File: config.mk
export PLATFORM = sky130hd
export DESIGN_NAME = svo_tmds_dec
export DESIGN_NICKNAME = d
export VERILOG_FILES = /design/src/rtl/svo_tmds_dec.sv
export SDC_FILE = /design/constraint.sdc
export NUM_CORES = 1
export LEC_CHECK = 0
export CORE_MARGIN = 2
export CORE_UTILIZATION = 55
export CTS_CLUSTER_DIAMETER = 120
export CTS_CLUSTER_SIZE = 30
export DETAILED_ROUTE_END_ITERATION = 7
export HOLD_SLACK_MARGIN = 0.15
export PLACE_DENSITY = 0.78
export REMOVE_ABC_BUFFERS = 1
export SLEW_MARGIN = 20
export SYNTH_ARGS = -nofsm -noshare
export SYNTH_HDL_FRONTEND = slang
export SYNTH_SLANG_ARGS = --single-unit
File: constraint.sdc
create_clock -name clk -period 5 [get_ports clk]
set_input_delay 1.5 -clock clk [delete_from_list [all_inputs] [get_ports clk]]
set_output_delay 1.5 -clock clk [all_outputs]
set_load 0.01 [all_outputs]
File: src/rtl/svo_tmds_dec.sv
// TMDS receive decoder and word aligner for one channel: searches the bit
// offset that yields control-token runs, then decodes aligned symbols.
module svo_tmds_dec #(
  parameter int LOCK_TOKENS    = 8,
  parameter int SEARCH_WIN     = 64,
  parameter int UNLOCK_TIMEOUT = 4096
) (
  input  logic       clk,
  input  logic       reset,
  input  logic [9:0] din,
  output logic [7:0] dout,
  output logic [1:0] ctrl,
  output logic       de,
  output logic       locked,
  output logic [3:0] offset
);

  localparam int SW_W = $clog2(SEARCH_WIN);
  localparam int UT_W = $clog2(UNLOCK_TIMEOUT);
  localparam int TW   = (SW_W > UT_W) ? ((SW_W > 0) ? SW_W : 1) : ((UT_W > 0) ? UT_W : 1);
  localparam int RW   = ($clog2(LOCK_TOKENS) > 0) ? $clog2(LOCK_TOKENS) : 1;

  localparam logic [9:0] TOK_00 = 10'b1101010100;
  localparam logic [9:0] TOK_01 = 10'b0010101011;
  localparam logic [9:0] TOK_10 = 10'b0101010100;
  localparam logic [9:0] TOK_11 = 10'b1010101011;

  typedef enum logic {S_SEARCH, S_LOCKED} state_t;

  state_t          state;
  logic [9:0]      prev;
  logic [RW-1:0]   run;
  logic [TW-1:0]   timer;

  logic [19:0]     window;
  logic [9:0]      w;
  logic            is_tok;
  logic [1:0]      tok_val;
  logic [7:0]      dec_dout;
  logic [1:0]      dec_ctrl;
  logic            dec_de;

  function automatic logic [7:0] tmds_data(input logic [9:0] s);
    logic [7:0] d;
    logic [7:0] q;
    d    = s[9] ? ~s[7:0] : s[7:0];
    q    = '0;
    q[0] = d[0];
    for (int unsigned i = 1; i < 8; i++)
      q[i] = s[8] ? (d[i] ^ d[i-1]) : ~(d[i] ^ d[i-1]);
    return q;
  endfunction

  // offset 0 selects prev alone, so the aligned word lags din by one cycle
  always_comb begin
    window = {din, prev};
    w      = 10'(window >> offset);
  end

  always_comb begin
    is_tok  = 1'b1;
    tok_val = 2'b00;
    unique case (w)
      TOK_00:  tok_val = 2'b00;
      TOK_01:  tok_val = 2'b01;
      TOK_10:  tok_val = 2'b10;
      TOK_11:  tok_val = 2'b11;
      default: is_tok  = 1'b0;
    endcase
  end

  // Next decoded outputs; token symbols hold dout, data symbols hold ctrl.
  always_comb begin
    dec_dout = dout;
    dec_ctrl = ctrl;
    dec_de   = 1'b0;
    if (is_tok) begin
      dec_ctrl = tok_val;
    end else begin
      dec_de   = 1'b1;
      dec_dout = tmds_data(w);
    end
  end

  always_ff @(posedge clk) begin
    if (reset) begin
      state  <= S_SEARCH;
      prev   <= '0;
      run    <= '0;
      timer  <= '0;
      offset <= '0;
      locked <= 1'b0;
      dout   <= '0;
      ctrl   <= '0;
      de     <= 1'b0;
    end else begin
      prev <= din;
      unique case (state)
        S_SEARCH: begin
          // a lock on the last cycle of the window takes priority over the slip
          if (is_tok && run == RW'(LOCK_TOKENS - 1)) begin
            state  <= S_LOCKED;
            locked <= 1'b1;
            run    <= '0;
            timer  <= '0;
            dout   <= dec_dout;
            ctrl   <= dec_ctrl;
            de     <= dec_de;
          end else begin
            if (timer == TW'(SEARCH_WIN - 1)) begin
              offset <= (offset == 4'd9) ? 4'd0 : offset + 4'd1;
              run    <= '0;
              timer  <= '0;
            end else begin
              run    <= is_tok ? run + RW'(1) : '0;
              timer  <= timer + TW'(1);
            end
            dout <= '0;
            ctrl <= '0;
            de   <= 1'b0;
          end
        end
        S_LOCKED: begin
          if (!is_tok && timer == TW'(UNLOCK_TIMEOUT - 1)) begin
            state  <= S_SEARCH;
            locked <= 1'b0;
            run    <= '0;
            timer  <= '0;
            dout   <= '0;
            ctrl   <= '0;
            de     <= 1'b0;
          end else begin
            timer <= is_tok ? '0 : timer + TW'(1);
            dout  <= dec_dout;
            ctrl  <= dec_ctrl;
            de    <= dec_de;
          end
        end
        default: state <= S_SEARCH;
      endcase
    end
  end

endmodule

==> metrics.txt <==
outcome=completed; Max-Cap Viols=0; Final Power=648 uW; clock sinks=42; pre-CTS setup slack=0.170 ns; Port Buffer Count=27; Synth Register Bits=42; TritonCTS Buffers=5; worst hold path type=reg2reg; Worst EP required=5.24 ns; Slowest cell on crit path=mux4_2; Critical Path Start=din[1]; largest net degree at the start of global routing=23; CP top delay family=simple AND/OR/NAND/NOR gates; Post-CTS Setup Repair Bufs=0; setup slack after layout=0.466 ns; vias in the first global route=2,116; Hold Slack=0.443 ns; worst-path cell chain=clkdlybuf4s50_1 -> mux2_4 -> mux4_2 -> nand2_1 -> o221ai_1 -> ha_1 -> and4_1 -> nand3_1 -> mux2i_1 -> a311oi_2 -> nand3_2 -> or3_1 -> a21oi_1; DP Cell Count=384; Hold-fix buffers, CTS=0; IO Count=28; Comb pwr share=12.5%; Post-Route WL=5700 um; Slew Viols, Final=0; initial antenna violation count=0; Final Cycle Share=90.7%; YS warnings=0; routability congestion estimate=0.910; worst path bufs/invs=1; Crit Path Max Fanout=5; register area=841 sq um; setup tns final=0 ns; CTS HTree Levels=2; Post-Syn Instances=300; DRT iter0 DRCs=96; Seq/Total Area, Yosys=30.9%; share of cells above drive strength 1=12.9%; relative slew slack=44.8%; clock buffer depth=2; grt total ovfl=0; Final Critical Period=4.53 ns; Top FF cell, synth=dfxtp_1; Finish-stage setup viols=0; Psw=171 uW; Clk network pwr share=34.2%; Synth cell types=59; Int Pwr=477 uW; Flop pwr share=53.2%; Fill cells=416; Synth Cell Area=2720 sq um; hold_sp=timer[0]; Final #Nets=347; Slew @ Worst Pin=0.827 ns; maximum clock rate=0.221 GHz; routed via count=2,210; final hold vios=0; EDFF count, synth=0; r2r startpoint=offset[1]; clock skew=0.00497 ns; multi-input logic area=1720 sq um; Die W=74.4 um; Crit. End Element=flip-flop; Reg2Reg Setup Slack=1.11 ns; First-pass DRT Iterations=6; Vias/cell=5.64; latest clock arrival within the worst-skew pair=0.30 ns; Post-Layout Cell Count=392; Startpoint Class=input pin; Async SR Flop Fraction=0%; slowest stage delay, CP=0.48 ns; Area growth syn-to-layout=14.3%; switching fraction of total power=26.3%; maximum vdd drop=171 uV; Die ar.=5530 sq um; DRC=0; syn_area_per_cell=9.08 sq um; LEAKAGE=0.00112 uW; RSZ-0062 raised after global routing=false; Antenna Nets Post-Route=0; HPWL after DPL=4390 um; Chip Height=74.4 um; CTS tree=yes; first-pass GRT wire length=9720 um; Tot GR Track Use=23.0%; core footprint=4750 sq um; critical path class=in2reg; FP Rows=25; wire per inst=14.5 um; Pwr per Cell Area=208 nW/um^2; Clock transition at path regs=0.08 ns; clk root buf=clkbuf_8; Worst Path Arrival=4.77 ns; Initial Util=57.3%; ant diodes=0; post-CTS sizing=0
-- cell families (layout without fill, tap and decap cells) --
kind of cell,count (synthesis),after routing,share of synthesized area (%)
AND/OR/NAND/NOR,103,103,19.4
AO/OA/AOI/OAI,57,57,17.0
flip-flops,42,42,30.9
multiplexers,38,38,16.4
buffers and inverters,33,58,6.15
XOR/XNOR,16,16,5.14
adder cells (fa/ha/maj),11,11,5.05
-- cell type report --
cell class,instances,area share (%)
sequential,42,27.0
inverter,16,1.93
clock inverter,3,0.683
multi-input combinational,225,55.1
clock buffer,5,2.21
tap,67,2.69
timing repair buffer,34,10.4
-- power groups by stage --
stage | Clock [uW] | Combinational, uW | Sequential, uW
floorplan | 0 | 53.1 | 351
global placement | 0 | 78.5 | 353
detailed placement | 0 | 80.6 | 353
CTS | 228 | 81.2 | 345
global route | 245 | 90.9 | 346
finish | 222 | 81.2 | 345
-- cell usage after synthesis, types with 2 or more instances --
master      n  area, sq um
nor2b_1    12         75.1
nor3_2      3         30.0
ha_1       11          138
o22ai_1     2         12.5
buf_6       5         56.3
mux4_2      4         90.1
a32oi_1     2         17.5
nand4_1     6         37.5
o21a_1      2         15.0
a2111oi_0   3         26.3
or2_1       2         12.5
a21oi_1     9         45.0
xor2_1      6         52.6
nand2b_1    2         12.5
nand3_1     4         20.0
buf_2       5         25.0
and3_1      2         12.5
and2_1      3         18.8
a211oi_1    3         22.5
xnor2_1    10         87.6
nor3_1      5         25.0
inv_1      15         56.3
or3_1       2         12.5
mux2_2      9          101
clkbuf_1    7         26.3
o22a_1      2         17.5
nand2_1    20         75.1
o2bb2ai_1   3         26.3
nand3b_1    2         15.0
mux2i_1    24          240
a31oi_1     2         12.5
and4_1      3         26.3
o221ai_1    3         26.3
dfxtp_1    42          841
o21ai_0     8         40.0
nor2_1     34          128
-- routing by layer --
metal  global-route usage [%]  wire, um
met5                        0         0
met4                     6.55        82
met3                     5.83       257
met2                     38.8      2740
met1                     29.0      2620
-- worst register-to-register path, stage by stage (launching register included) --
cell	delay, ns
dfxtp_1	0.87
buf_4	0.27
mux2i_1	0.28
mux2i_1	0.12
mux4_2	0.52
ha_1	0.22
and4_1	0.25
nand3_1	0.10
mux2i_1	0.09
a311oi_2	0.43
nand3_2	0.20
or3_1	0.35
a21oi_1	0.14
-- metrics by stage --
stage          util (%)  instance area [sq um]
6_report           65.5                   3110
4_1_cts            65.5                   3110
3_5_place_dp       63.6                   3020
5_1_grt            65.5                   3110
3_3_place_gp       63.6                   3020
2_1_floorplan         -                   2620
-- cell usage in the layout, fill, tap and decap left out, drive strengths merged, types with 5 or more instances in the layout --
cell,instances
dfxtp,42
nor2,34
clkdlybuf4s50,27
mux2i,24
nand2,20
inv,16
nor2b,12
ha,11
o21ai,11
xnor2,10
mux2,10
a21oi,10
nor3,8
buf,7
nand4,6
xor2,6
clkbuf,5
nand3,5
-- state kept, by name (all words and copies together), names as in the netlist --
| name | cells |
|---|---|
| timer | 12 |
| prev | 10 |
| dout | 8 |
| offset | 4 |
| run | 3 |
| ctrl | 2 |
| de | 1 |
| locked | 1 |
| state | 1 |
-- worst paths after layout --
check	endpoint	cells past startpoint
worst min register to register	timer[0]	1
worst max register to register	offset[2]	12
worst min-delay path	timer[0]	1
worst max-delay path	offset[2]	13
No activity file was read; power rests on OpenSTA's default activity.
